==> config.mk <==
export PLATFORM = sky130hd
export DESIGN_NAME = ex_stage
export DESIGN_NICKNAME = d
export VERILOG_FILES = /design/src/rtl/core_pkg.sv /design/src/rtl/ex_divider.sv /design/src/rtl/ex_stage.sv
export SDC_FILE = /design/constraint.sdc
export NUM_CORES = 1
export LEC_CHECK = 0
export BUFFER_PORTS_ARGS = -buffer_cell sky130_fd_sc_hd__buf_4
export CORE_MARGIN = 3
export CORE_UTILIZATION = 43
export DETAILED_ROUTE_END_ITERATION = 12
export GPL_ROUTABILITY_DRIVEN = 1
export PLACE_DENSITY = 0.66
export SYNTH_ARGS = -nofsm -noshare
export SYNTH_HDL_FRONTEND = slang
export SYNTH_SLANG_ARGS = --single-unit
==> constraint.sdc <==
create_clock -name clk -period 8.6 [get_ports clk]
set_input_delay 1.29 -clock clk [delete_from_list [all_inputs] [get_ports clk]]
set_output_delay 1.29 -clock clk [all_outputs]
set_load 0.005 [all_outputs]
==> src/rtl/core_pkg.sv <==
// core_pkg: types shared by the ID/EX/MEM pipeline stages.
//   id_ex_t       - decoded instruction presented to the execute stage
//   ex_mem_t      - registered execute result presented to mem_stage
//   alu_op_e      - alucontrol encodings (ALU ops plus RV32M divide ops)
//   RES_*         - resultsrc encodings
//   EX_MEM_BUBBLE - all-zero EX/MEM bundle (no writeback, no store)
package core_pkg;

  localparam int CORE_XLEN = 32;

  typedef enum logic [4:0] {
    ALU_ADD  = 5'd0,
    ALU_SUB  = 5'd1,
    ALU_AND  = 5'd2,
    ALU_OR   = 5'd3,
    ALU_XOR  = 5'd4,
    ALU_SLT  = 5'd5,
    ALU_SLTU = 5'd6,
    ALU_SLL  = 5'd7,
    ALU_SRL  = 5'd8,
    ALU_SRA  = 5'd9,
    ALU_DIV  = 5'd16,
    ALU_DIVU = 5'd17,
    ALU_REM  = 5'd18,
    ALU_REMU = 5'd19
  } alu_op_e;

  localparam logic [1:0] RES_ALU = 2'd0;
  localparam logic [1:0] RES_MEM = 2'd1;
  localparam logic [1:0] RES_PC4 = 2'd2;

  typedef struct packed {
    logic                 valid;
    logic [CORE_XLEN-1:0] rd1;
    logic [CORE_XLEN-1:0] rd2;
    logic [CORE_XLEN-1:0] immext;
    logic [CORE_XLEN-1:0] pc;
    logic [CORE_XLEN-1:0] pcplus4;
    logic [4:0]           rd;
    alu_op_e              alucontrol;
    logic                 alusrc;
    logic                 regwrite;
    logic [1:0]           resultsrc;
    logic                 memwrite;
    logic                 branch;
    logic                 jump;
  } id_ex_t;

  typedef struct packed {
    logic [CORE_XLEN-1:0] aluresult;
    logic [CORE_XLEN-1:0] writedata;
    logic [4:0]           rd;
    logic [CORE_XLEN-1:0] pcplus4;
    logic                 regwrite;
    logic [1:0]           resultsrc;
    logic                 memwrite;
  } ex_mem_t;

  localparam ex_mem_t EX_MEM_BUBBLE = '0;

  function automatic logic is_div_op(alu_op_e op);
    return (op == ALU_DIV) || (op == ALU_DIVU) || (op == ALU_REM) || (op == ALU_REMU);
  endfunction

endpackage

==> src/rtl/ex_divider.sv <==
// ex_divider: iterative restoring divider for RV32M DIV/DIVU/REM/REMU.
// One quotient bit per cycle; signed operands are divided as magnitudes and
// the result signs re-applied at the end.
// Ports:
//   clk, rst          clock, synchronous active-high reset
//   start             divide op present, valid and not flushed
//   flush             abort the operation in flight
//   op                which divide op (sampled with start)
//   dividend, divisor raw operands (sampled with start)
//   stall             hold upstream (issue cycle and all BUSY cycles)
//   idle, done        FSM state flags
//   result            final quotient/remainder, meaningful while done=1
//
// state | meaning
// ------+-------------------------------------------------------------
// IDLE  | waiting for a divide op; start captures operands
// BUSY  | one restoring iteration per cycle, cnt 0..DIV_CYCLES-1
// DONE  | result valid for one cycle, written into EX/MEM on exit
module ex_divider
  import core_pkg::*;
#(
  parameter int XLEN       = 32,
  parameter int DIV_CYCLES = 32
) (
  input  logic            clk,
  input  logic            rst,
  input  logic            start,
  input  logic            flush,
  input  alu_op_e         op,
  input  logic [XLEN-1:0] dividend,
  input  logic [XLEN-1:0] divisor,
  output logic            stall,
  output logic            idle,
  output logic            done,
  output logic [XLEN-1:0] result
);

  localparam int CW = $clog2(DIV_CYCLES);

  typedef enum logic [1:0] {S_IDLE, S_BUSY, S_DONE} state_e;

  state_e          state, state_nxt;
  logic [CW-1:0]   cnt;
  logic [XLEN-1:0] quo, rem, dsr, dvd_orig;
  logic            neg_q, neg_r, div0, is_rem;
  logic            last;

  assign last = (cnt == CW'(DIV_CYCLES - 1));

  always_ff @(posedge clk) begin
    if (rst) state <= S_IDLE;
    else     state <= state_nxt;
  end

  always_comb begin
    state_nxt = state;
    case (state)
      S_IDLE: if (start) state_nxt = S_BUSY;
      S_BUSY: begin
        if (flush)     state_nxt = S_IDLE;
        else if (last) state_nxt = S_DONE;
      end
      S_DONE:  state_nxt = S_IDLE;
      default: state_nxt = S_IDLE;
    endcase
  end

  always_comb begin
    idle  = (state == S_IDLE);
    done  = (state == S_DONE);
    stall = (state == S_BUSY) || ((state == S_IDLE) && start);
  end

  // Operand preparation for the issue edge.
  logic            sgn, a_neg, b_neg;
  logic [XLEN-1:0] a_mag, b_mag;

  always_comb begin
    sgn   = (op == ALU_DIV) || (op == ALU_REM);
    a_neg = sgn & dividend[XLEN-1];
    b_neg = sgn & divisor[XLEN-1];
    a_mag = a_neg ? (~dividend + 1'b1) : dividend;
    b_mag = b_neg ? (~divisor + 1'b1) : divisor;
  end

  // Restoring step: the quotient register doubles as the dividend shifter.
  // A plain compare (not a borrow bit) is used so a zero divisor behaves.
  logic [XLEN:0]   r_shift;
  logic            ge;
  logic [XLEN-1:0] rem_nxt, quo_nxt;

  always_comb begin
    r_shift = {rem, quo[XLEN-1]};
    ge      = (r_shift >= {1'b0, dsr});
    rem_nxt = ge ? (r_shift[XLEN-1:0] - dsr) : r_shift[XLEN-1:0];
    quo_nxt = {quo[XLEN-2:0], ge};
  end

  always_ff @(posedge clk) begin
    if (rst) begin
      cnt      <= '0;
      quo      <= '0;
      rem      <= '0;
      dsr      <= '0;
      dvd_orig <= '0;
      neg_q    <= 1'b0;
      neg_r    <= 1'b0;
      div0     <= 1'b0;
      is_rem   <= 1'b0;
    end else if ((state == S_IDLE) && start) begin
      cnt      <= '0;
      quo      <= a_mag;
      rem      <= '0;
      dsr      <= b_mag;
      dvd_orig <= dividend;
      neg_q    <= a_neg ^ b_neg;
      neg_r    <= a_neg;
      div0     <= (divisor == '0);
      is_rem   <= (op == ALU_REM) || (op == ALU_REMU);
    end else if (state == S_BUSY) begin
      cnt <= cnt + 1'b1;
      quo <= quo_nxt;
      rem <= rem_nxt;
    end
  end

  // 0x80000000 / -1 needs no special case: |q| = 0x80000000 and the
  // negation of that value is itself, remainder magnitude is 0.
  logic [XLEN-1:0] q_fin, r_fin;

  always_comb begin
    q_fin = neg_q ? (~quo + 1'b1) : quo;
    r_fin = neg_r ? (~rem + 1'b1) : rem;
    if (div0) begin
      q_fin = '1;
      r_fin = dvd_orig;
    end
    result = is_rem ? r_fin : q_fin;
  end

endmodule

==> src/rtl/ex_stage.sv <==
// ex_stage: execute stage of the RV32 pipeline, feeding mem_stage.
// ALU, branch/jump redirect, store data and the EX/MEM pipeline register.
// Optional macro RISCV_EX_DIV_EN: builds the iterative divider; without it
// divide ops complete in one cycle with aluresult=0 and stall is tied low.
// Ports:
//   clk, rst  clock, synchronous active-high reset
//   in        decoded instruction (operands already forwarded)
//   flush     squash the instruction in EX
//   out       registered EX/MEM bundle
//   stall     hold IF/ID/ID-EX while high
//   pcsrc     redirect fetch this cycle
//   pctarget  redirect address (pc + immext)
module ex_stage
  import core_pkg::*;
#(
  parameter int XLEN       = 32,
  parameter int DIV_CYCLES = 32
) (
  input  logic            clk,
  input  logic            rst,
  input  id_ex_t          in,
  input  logic            flush,
  output ex_mem_t         out,
  output logic            stall,
  output logic            pcsrc,
  output logic [XLEN-1:0] pctarget
);

  if (XLEN != 32 || DIV_CYCLES != XLEN) begin : g_bad_cfg
    $error("ex_stage supports only XLEN = DIV_CYCLES = 32");
  end

  logic [XLEN-1:0] srcb, aluresult;
  logic [4:0]      shamt;
  logic            zero;

  assign srcb  = in.alusrc ? in.immext : in.rd2;
  assign shamt = srcb[4:0];

  always_comb begin
    aluresult = '0;
    case (in.alucontrol)
      ALU_ADD:  aluresult = in.rd1 + srcb;
      ALU_SUB:  aluresult = in.rd1 - srcb;
      ALU_AND:  aluresult = in.rd1 & srcb;
      ALU_OR:   aluresult = in.rd1 | srcb;
      ALU_XOR:  aluresult = in.rd1 ^ srcb;
      ALU_SLT:  aluresult = {{(XLEN-1){1'b0}}, ($signed(in.rd1) < $signed(srcb))};
      ALU_SLTU: aluresult = {{(XLEN-1){1'b0}}, (in.rd1 < srcb)};
      ALU_SLL:  aluresult = in.rd1 << shamt;
      ALU_SRL:  aluresult = in.rd1 >> shamt;
      ALU_SRA:  aluresult = $unsigned($signed(in.rd1) >>> shamt);
      default:  aluresult = '0;
    endcase
  end

  assign zero     = (aluresult == '0);
  assign pcsrc    = in.valid & ~flush & ~stall & (in.jump | (in.branch & zero));
  assign pctarget = in.pc + in.immext;

  ex_mem_t alu_next;

  always_comb begin
    alu_next = EX_MEM_BUBBLE;
    if (in.valid && !flush) begin
      alu_next.aluresult = aluresult;
      alu_next.writedata = in.rd2;
      alu_next.rd        = in.rd;
      alu_next.pcplus4   = in.pcplus4;
      alu_next.regwrite  = in.regwrite;
      alu_next.resultsrc = in.resultsrc;
      alu_next.memwrite  = in.memwrite;
    end
  end

`ifdef RISCV_EX_DIV_EN
  logic            div_start, div_idle, div_done, div_stall;
  logic [XLEN-1:0] div_result;
  ex_mem_t         div_hold, div_out;

  assign div_start = in.valid & ~flush & is_div_op(in.alucontrol);

  ex_divider #(
    .XLEN       (XLEN),
    .DIV_CYCLES (DIV_CYCLES)
  ) u_div (
    .clk      (clk),
    .rst      (rst),
    .start    (div_start),
    .flush    (flush),
    .op       (in.alucontrol),
    .dividend (in.rd1),
    .divisor  (in.rd2),
    .stall    (div_stall),
    .idle     (div_idle),
    .done     (div_done),
    .result   (div_result)
  );

  assign stall = div_stall;

  // Writeback fields of the divide, held while the divider runs.
  always_ff @(posedge clk) begin
    if (rst) begin
      div_hold <= EX_MEM_BUBBLE;
    end else if (div_idle && div_start) begin
      div_hold           <= EX_MEM_BUBBLE;
      div_hold.rd        <= in.rd;
      div_hold.pcplus4   <= in.pcplus4;
      div_hold.regwrite  <= in.regwrite;
      div_hold.resultsrc <= in.resultsrc;
    end
  end

  always_comb begin
    div_out           = div_hold;
    div_out.aluresult = div_result;
  end

  always_ff @(posedge clk) begin
    if (rst)                      out <= EX_MEM_BUBBLE;
    else if (div_done)            out <= flush ? EX_MEM_BUBBLE : div_out;
    else if (!div_idle || div_start) out <= EX_MEM_BUBBLE;
    else                          out <= alu_next;
  end
`else
  assign stall = 1'b0;

  always_ff @(posedge clk) begin
    if (rst) out <= EX_MEM_BUBBLE;
    else     out <= alu_next;
  end
`endif

endmodule

=== Word level (Yosys, flattened, before mapping) ===
Cells that the tools add are included.

* Output and inout port bits: 139
* Input bits: 181
* Register bits after elaboration: 105

* Shifts and indexed selects: 3
* $lt $le $gt $ge: 2
* Bitwise operators: 9
* Muxes and demuxes: 2
* Equality and inequality tests: 9
* Add/subtract/negate cells: 3
* Reductions and logical operators: 5

{| class="wikitable"
|+ Operators by type and width
! kind !! count
|-
| 32-bit case mux with 10 select lines || 1
|-
| 32-bit adder || 2
|-
| 32-bit < comparator || 2
|-
| 32-bit bitwise AND || 1
|-
| 32-bit logical NOT || 1
|-
| 32-bit 2-to-1 mux || 1
|-
| 32-bit OR || 1
|-
| 32-bit by 5-bit << shifter with 32-bit output || 1
|-
| 32-bit by 5-bit right shift with 32-bit output || 1
|-
| 32-bit by 5-bit >>> shifter with 32-bit output || 1
|-
| 32-bit subtractor || 1
|-
| 32-bit XOR || 1
|-
| 5-bit by 3-bit equality test with 1-bit output, second input constant || 4
|-
| 5-bit by 2-bit equality test with 1-bit output, second input constant || 2
|-
| 5-bit by 4-bit equality test with 1-bit output, second input constant || 2
|-
| 5-bit by 1-bit equality test with 1-bit output, second input constant || 1
|-
| 5-bit logical NOT || 1
|-
| 1-bit bitwise AND || 3
|-
| 1-bit inverter || 2
|-
| 2-bit OR reduction || 1
|-
| 1-bit logical AND || 1
|-
| 1-bit logical NOT || 1
|-
| 1-bit OR || 1
|}

=== Longest topological paths before layout ===
Gate-level depths: netlist of run 1.

* Depth in word-level cells: 7
* Depth in mapped cells: 21
* Depth with buffers taken out: 17

=== Worst setup path after synthesis of run 1 ===
OpenSTA, ideal clock, no wires.

* Kind: input -> output
* Start: in in[6] in the netlist's numbering
* End: out pcsrc
* Path buffers: 6
* Data required time: 7310 ps
* Arrival time: 6053 ps
* Stages on the path: 19
* Path slack: 1257 ps
* Cells stage by stage: buf_6 > mux2i_1 > clkbuf_1 > clkbuf_1 > clkbuf_1 > buf_1 > ha_1 > clkbuf_1 > a221oi_1 > o21ai_1 > o31ai_1 > o221ai_1 > a221o_1 > nor4_1 > nand4b_1 > or4_1 > nor4_1 > nand2_1 > o21ai_1

* Cells in the longest elaborated chain, start to end: 7
* Elaborated cells between the ends (all ways): 16
* Those cells by class: add/sub: 2; order compare: 2; shift: 3; mux: 2; bitwise: 6; reduce/logical: 1

{| class="wikitable"
|+ RTL lines
! item !! line !! text
|-
| from (decl) || ex_stage.sv:21 || <nowiki>input id_ex_t in,</nowiki>
|-
| 32-bit 2-to-1 mux * || ex_stage.sv:37 || <nowiki>assign srcb = in.alusrc ? in.immext : in.rd2;</nowiki>
|-
| 32-bit subtractor (tied with other cells) || ex_stage.sv:44 || <nowiki>ALU_SUB: aluresult = in.rd1 - srcb;</nowiki>
|-
| 32-bit case mux with 10 select lines * || ex_stage.sv:42 || <nowiki>case (in.alucontrol)</nowiki>
|-
| 32-bit logical NOT * || ex_stage.sv:57 || <nowiki>assign zero = (aluresult == '0);</nowiki>
|-
| 1-bit bitwise AND * || ex_stage.sv:58 || <nowiki>assign pcsrc = in.valid & ~flush & ~stall & (in.jump | (in.branch & zero));</nowiki>
|-
| 1-bit OR * || ex_stage.sv:58 ||
|-
| 1-bit bitwise AND * || ex_stage.sv:58 ||
|-
| to (decl) || ex_stage.sv:25 || <nowiki>output logic pcsrc,</nowiki>
|}

Every way passes the cells marked *; elsewhere a longest branch is shown, timed or not.

=== Worst setup path after layout of run 1 ===
Same ends and word-level chain as after synthesis.

==> results of run 1 <==
layout by cell type (no fill, tap or decap), types with 28 or more instances in the layout:
cell / count
sky130_fd_sc_hd__buf_4: 357
sky130_fd_sc_hd__a21oi_1: 129
sky130_fd_sc_hd__nor2_1: 162
sky130_fd_sc_hd__a211oi_1: 29
sky130_fd_sc_hd__nand2_1: 147
sky130_fd_sc_hd__a21o_1: 28
sky130_fd_sc_hd__and2_1: 102
sky130_fd_sc_hd__mux2i_1: 88
sky130_fd_sc_hd__o211ai_1: 35
sky130_fd_sc_hd__nor3_1: 37
sky130_fd_sc_hd__mux4_2: 49
sky130_fd_sc_hd__o21ai_0: 91
sky130_fd_sc_hd__ha_1: 129
sky130_fd_sc_hd__inv_1: 100
sky130_fd_sc_hd__dfxtp_1: 105
kinds of logic (layout without fill, tap and decap cells):
logic type	after synthesis	count (layout)	share of synthesized area, %
AOI/OAI and AO/OA	555	555	27.4
xor gates and xnor gates	32	32	2.04
adders and majority gates	132	132	12.2
buffers and inverters	220	477	6.35
DFF	105	105	15.3
muxes	149	149	16.1
other	1	2	0.0272
and+or+nand+nor	585	585	20.7
power breakdown:
| part | internal [uW] | switching, uW | leakage, uW |
|---|---|---|---|
| logic | 423 | 650 | 0.00670 |
| clock network | 234 | 213 | 0.000156 |
| registers | 499 | 3.52 | 0.000853 |
| total | 1160 | 867 | 0.00771 |
stage by stage:
step	setup WS, ps	std cells
final	703	2433
after global routing	415	2432
after CTS	847	2432
after detailed placement	858	2416
after global placement	982	2416
after floorplan	1260	1779
cell type report:
cell class                 instances  area (sq um)
antenna                            1          2.50
clock buffer                       9           225
clock inverter                     7          92.6
fill                            3019         14200
inverter                         104           395
multi-input combinational       1454         10800
sequential                       105          2100
tap                              396           495
timing repair buffer             357          2680
critical path, stage by stage:
cell                       delay (ps)
sky130_fd_sc_hd__buf_4            220
sky130_fd_sc_hd__buf_4            430
sky130_fd_sc_hd__mux2i_1          350
sky130_fd_sc_hd__ha_1             350
sky130_fd_sc_hd__nor2b_1          240
sky130_fd_sc_hd__or4_1            190
sky130_fd_sc_hd__o21ai_1          110
sky130_fd_sc_hd__o31ai_1          820
sky130_fd_sc_hd__o221ai_1         290
sky130_fd_sc_hd__a221o_1          420
sky130_fd_sc_hd__nor4_1           330
sky130_fd_sc_hd__nand4b_1         230
sky130_fd_sc_hd__or4_1            620
sky130_fd_sc_hd__nor4_1           320
sky130_fd_sc_hd__nand2_1          100
sky130_fd_sc_hd__o21ai_1          150
sky130_fd_sc_hd__buf_4            130
how the worst min path moves through the flow:
| stage | to | slack, ps |
|---|---|---|
| after detailed placement | out[16]$_SDFF_PP0_ | 1490 |
| final | out[24]$_SDFF_PP0_ | 1100 |
| after floorplan | out[0]$_SDFF_PP0_ | 1410 |
| after global routing | out[10]$_SDFF_PP0_ | 1100 |
| after global placement | out[40]$_SDFF_PP0_ | 1490 |
| after CTS | out[24]$_SDFF_PP0_ | 1090 |
routing by layer:
layer  global-route usage, %  up-vias  wire length [microns]
li1                        -     7116                      -
met1                    46.1     7534                  24600
met2                    54.7     1205                  27600
met3                    12.7      194                   8410
met4                    13.5        2                   2740
met5                       0        -                     13
==> run summary, run 1 <==
## Pwr
* 0.000127 V — worst IR drop on VDD
* 120 nW/um^2 — PwrDens
* 2020 uW — final total power
* 0.00771 uW — standby leakage power

## Floorplan
* 31100 sq um — core area
* 34200 sq um — area of the die
* 185 microns — Die X-Extent
* 44.3% — starting density of the core
* 320 — count of boundary I/O pins
* 64 — Std-Cell Rows
* 185 microns — y dimension of the die

## Worst setup path
* 7310 ps — Crit path required time
* primary output — Crit. End Element
* 6610 ps — endpoint arrival time on the critical path
* in[6] — launching instance or port of the critical path
* input pin — startpoint types
* 25 — worst-path fanout max
* input pin to primary output — Setup Crit Path Kind
* pcsrc — crit path capture

## Logic synthesis
* 0 — count of synthesis-stage warnings from yosys
* 15.3% — area share of the leading cell type in the synthesized netlist
* sky130_fd_sc_hd__nor2_1 — most numerous cell in the Yosys netlist
* 0 — Post-synth EDFFs
* sky130_fd_sc_hd__dfxtp_1 — cell taking the most area after synthesis
* sky130_fd_sc_hd__nor2_1, sky130_fd_sc_hd__nand2_1, sky130_fd_sc_hd__a21oi_1, sky130_fd_sc_hd__ha_1, sky130_fd_sc_hd__dfxtp_1 — commonest cells in the netlist
* sky130_fd_sc_hd__dfxtp_1, sky130_fd_sc_hd__ha_1, sky130_fd_sc_hd__mux4_2 — cell types occupying the most area after synthesis
* 15.3% — sequential element share of the synthesized area
* 0% — fraction of registers with async set/reset
* sky130_fd_sc_hd__dfxtp_1 — most used flip-flop cell after synthesis
* 105 — Seq cells post-synth
* 7.74 sq um — Synth Area per Inst
* 1779 — synthesized netlist cell count
* 13800 sq um — cell area after synthesis
* 81 — post-synthesis cell type count
* 2092 — Mapped Nets

## Detailed routing
* 2321 — Detailed Route Iter0 Violations
* 63400 microns — Routed WL
* 6.60 — ratio of routed vias to standard cells
* 0 — number of nets with antenna violations after detailed routing
* 0 — residual DRC count
* 26.1 microns — mean routed wirelength per cell
* 16051 — number of vias after detailed routing
* 9 — DRT Pass-1 Iters

## Layout
* 22.2% — fraction of layout cells with a size suffix above 1
* out: 105 flops — registers with the most flip-flops
* 2344 — number of nets in the finished design
* 105 — max FFs per register
* 54.2% — core utilization of the finished layout
* out — register name with the most flops
* 16800 sq um — post-route standard cell area excluding fillers
* 22.3% — relative area change from synthesis to final layout

## STA
* 1290 ps — measured slew at the worst slew-check pin
* 127 MHz — achievable frequency
* 13.9% — max_slew headroom
* 0 — final number of max-transition violations
* 0 — Setup violations, final
* 0 ps — setup TNS after final layout
* false — setup repair after global routing missed its margin
* 0 — final hold viol count
* 1100 ps — final hold slack
* 91.8% — period utilisation layout
* 7900 ps — post-layout minimum cycle time

## Hold path
* 2 — Hold Crit Depth
* in[37] — startpoint of the worst hold path
* input pin to register — kind of path behind the tightest hold check

## Placed design
* 16500 sq um — standard cell area after detailed placement
* 1.10 — final estimated routing congestion in global placement
* 50000 microns — half-perimeter wire length of the detailed placement result
* 318 — buffers added on ports

## Global route
* 1 — initial antenna violation count
* 88 — pin count of the biggest net entering global routing
* 93000 microns — wire length of the first global-routing pass
* 0 — total grt overflow
* 35.7% — overall routing resource usage
* 14850 — number of global-route vias before repair

## Clock tree
* 9 — number of buffers inserted during clock tree synthesis
* 80 ps — clock-pin transition on the worst setup and hold timing paths
* 105 — sinks on the clock net
* 2 — Max clock buf depth
* 3 — H-Tree Level Count
* 0 — number of buffers added for setup after CTS
* sky130_fd_sc_hd__clkbuf_16 — CTS Root Buffer Type
* 0 — post-cts repair resize count
* yes — clock tree from TritonCTS
* 0 — post-cts hold buffer count

## Outcome
* finished, final reports clean — status

## Run
* 0 — max-cap violations

No activity file was read; power rests on OpenSTA's default activity.
==> run 2: changes to the inputs <==
--- a/config.mk
+++ b/config.mk
@@ -11,6 +11,7 @@
 export DETAILED_ROUTE_END_ITERATION = 12
 export GPL_ROUTABILITY_DRIVEN = 1
 export PLACE_DENSITY = 0.66
+export REMOVE_ABC_BUFFERS = 1
 export SYNTH_ARGS = -nofsm -noshare
 export SYNTH_HDL_FRONTEND = slang
 export SYNTH_SLANG_ARGS = --single-unit
==> run 2 against run 1 <==
Compared with the run above:
- maximum frequency up 0.94%
- power up 2.3%
- global-route usage up 2.6 points
- utilization up 0.34 points
- non-clock buffer count up 14
==> run summary, run 2 (synthesis results as in run 1) <==
## Pwr
* 44.6% — switching share of power, was 42.9%
* 0.000107 V — worst IR drop on VDD, was 0.000127 V
* 53.7% — combinational group share of total power, was 53.1%
* 24.3% — Seq pwr share, was 24.8%
* 122 nW/um^2 — PwrDens, was 120 nW/um^2
* 1150 uW — internal power contribution, was 1160 uW
* 923 uW — net switching power, was 867 uW
* 0.00777 uW — standby leakage power, was 0.00771 uW
* 22.0% — Clk network pwr share, was 22.1%

## Placed design
* 54100 microns — half-perimeter wire length of the detailed placement result, was 50000 microns
* 16600 sq um — standard cell area after detailed placement, was 16500 sq um
* 1.06 — final estimated routing congestion in global placement, was 1.10
* 318 — buffers added on ports, unchanged

## Hold path
* input pin to register — kind of path behind the tightest hold check, unchanged

## STA
* 91.0% — period utilisation layout, was 91.8%
* 128 MHz — achievable frequency, was 127 MHz
* 1090 ps — final hold slack, was 1100 ps
* 0 — final hold viol count, unchanged
* 0 — Setup violations, final, unchanged
* false — setup repair after global routing missed its margin, unchanged
* 15.0% — max_slew headroom, was 13.9%
* 7820 ps — post-layout minimum cycle time, was 7900 ps
* 0 — final number of max-transition violations, unchanged
* 0 ps — setup TNS after final layout, unchanged
* 1270 ps — measured slew at the worst slew-check pin, was 1290 ps

## Detailed routing
* 68800 microns — Routed WL, was 63400 microns
* 0 — residual DRC count, unchanged
* 2710 — Detailed Route Iter0 Violations, was 2321
* 0 — number of nets with antenna violations after detailed routing, unchanged
* 7 — DRT Pass-1 Iters, was 9
* 6.74 — ratio of routed vias to standard cells, was 6.60
* 16477 — number of vias after detailed routing, was 16051
* 28.1 microns — mean routed wirelength per cell, was 26.1 microns

## Global route
* 38.3% — overall routing resource usage, was 35.7%
* 0 — total grt overflow, unchanged
* 15324 — number of global-route vias before repair, was 14850
* 2 — initial antenna violation count, was 1
* 98800 microns — wire length of the first global-routing pass, was 93000 microns
* 59 — pin count of the biggest net entering global routing, was 88

## Layout
* 22.8% — fraction of layout cells with a size suffix above 1, was 22.2%
* sky130_fd_sc_hd__buf_4, sky130_fd_sc_hd__nor2_1, sky130_fd_sc_hd__nand2_1 — most frequent cells in the layout, unchanged
* 10800 sq um — area of combinational cells with multiple inputs, about the same
* out — register name with the most flops, unchanged
* out: 105 flops — registers with the most flip-flops, unchanged
* sky130_fd_sc_hd__buf_4 — commonest non-fill, non-tap cell in the layout, unchanged
* 0 — diode count, was 1
* 2358 — number of nets in the finished design, was 2344
* 54.5% — core utilization of the finished layout, was 54.2%
* 16900 sq um — post-route standard cell area excluding fillers, was 16800 sq um
* 105 — max FFs per register, unchanged
* 23.0% — relative area change from synthesis to final layout, was 22.3%
* 2989 — total of fill cells in the finished design, was 3019
* 2100 sq um — register cell area after layout, unchanged

## Worst setup path
* input pin — startpoint types, unchanged
* 6530 ps — endpoint arrival time on the critical path, was 6610 ps
* primary output — Crit. End Element, unchanged
* input pin to primary output — Setup Crit Path Kind, unchanged
* 7310 ps — Crit path required time, about the same
* 16 — worst-path fanout max, was 25

## Clock tree
* 0 — post-cts hold buffer count, unchanged
* 2 — Max clock buf depth, unchanged
* 3 — H-Tree Level Count, unchanged
* yes — clock tree from TritonCTS, unchanged
* 105 — sinks on the clock net, unchanged
* 0 — number of buffers added for setup after CTS, unchanged
* 9 — number of buffers inserted during clock tree synthesis, unchanged
* 0 — post-cts repair resize count, unchanged
* 100 ps — clock-pin transition on the worst setup and hold timing paths, was 80 ps
* sky130_fd_sc_hd__clkbuf_16 — CTS Root Buffer Type, unchanged

## Floorplan
* 320 — count of boundary I/O pins, unchanged
* 64 — Std-Cell Rows, unchanged
* 185 microns — Die X-Extent, unchanged
* 31100 sq um — core area, unchanged
* 34200 sq um — area of the die, unchanged
* 44.3% — starting density of the core, unchanged
* 185 microns — y dimension of the die, unchanged

## Outcome
* finished, final reports clean — status, unchanged

## Run
* 0 — max-cap violations, unchanged

==> run 2: critical path, cell delays in order <==
cell and delay (ps):
sky130_fd_sc_hd__buf_4 330, sky130_fd_sc_hd__mux2i_4 330, sky130_fd_sc_hd__inv_4 110, sky130_fd_sc_hd__ha_1 270, sky130_fd_sc_hd__fa_1 490, sky130_fd_sc_hd__a211oi_1 270
sky130_fd_sc_hd__o21ai_0 250, sky130_fd_sc_hd__o2111a_1 340, sky130_fd_sc_hd__nor2b_1 180, sky130_fd_sc_hd__o221ai_1 200, sky130_fd_sc_hd__a221o_1 420, sky130_fd_sc_hd__nor4_1 350
sky130_fd_sc_hd__nand4b_1 250, sky130_fd_sc_hd__or4_1 640, sky130_fd_sc_hd__nor4_1 400, sky130_fd_sc_hd__nand2_1 90, sky130_fd_sc_hd__o21ai_1 160, sky130_fd_sc_hd__buf_4 130
==> run 2: routing by layer <==
layer  up-vias  global-route usage, %  share of wire, %
met1      7750                   49.5                38
met5         -                      0             0.029
met2      1289                   58.1                43
met4         2                   16.7               5.2
met3       277                   12.8                14
li1       7159                      -                 -
==> run 2: final timing paths <==
path	cells after the start	endpoint	from
min	2	out[14]$_SDFF_PP0_	in[27]
max	18	pcsrc	in[6]
==> run 2: power groups by stage <==
stage          Sequential, uW  Clock (uW)  Combinational (uW)
6_report                  502         456                1110
5_1_grt                   504         482                1170
4_1_cts                   503         468                1070
3_5_place_dp              514           0                1060
3_3_place_gp              514           0                1070
2_1_floorplan             516           0                 607
==> run 2: per-stage QoR <==
step | instances | worst slack (ps) | power, uW
floorplan | 1663 | 459 | 1120
global placement | 2430 | 1070 | 1580
detailed placement | 2430 | 1010 | 1580
CTS | 2446 | 984 | 2040
global route | 2446 | 533 | 2150
finish | 2446 | 777 | 2070
==> run 2: layout make-up <==
cell class,instances,share of cell area (%)
clock buffer,9,1.33
clock inverter,7,0.525
inverter,104,2.33
multi-input combinational,1454,64.0
sequential,105,12.4
tap,396,2.93
timing repair buffer,371,16.4
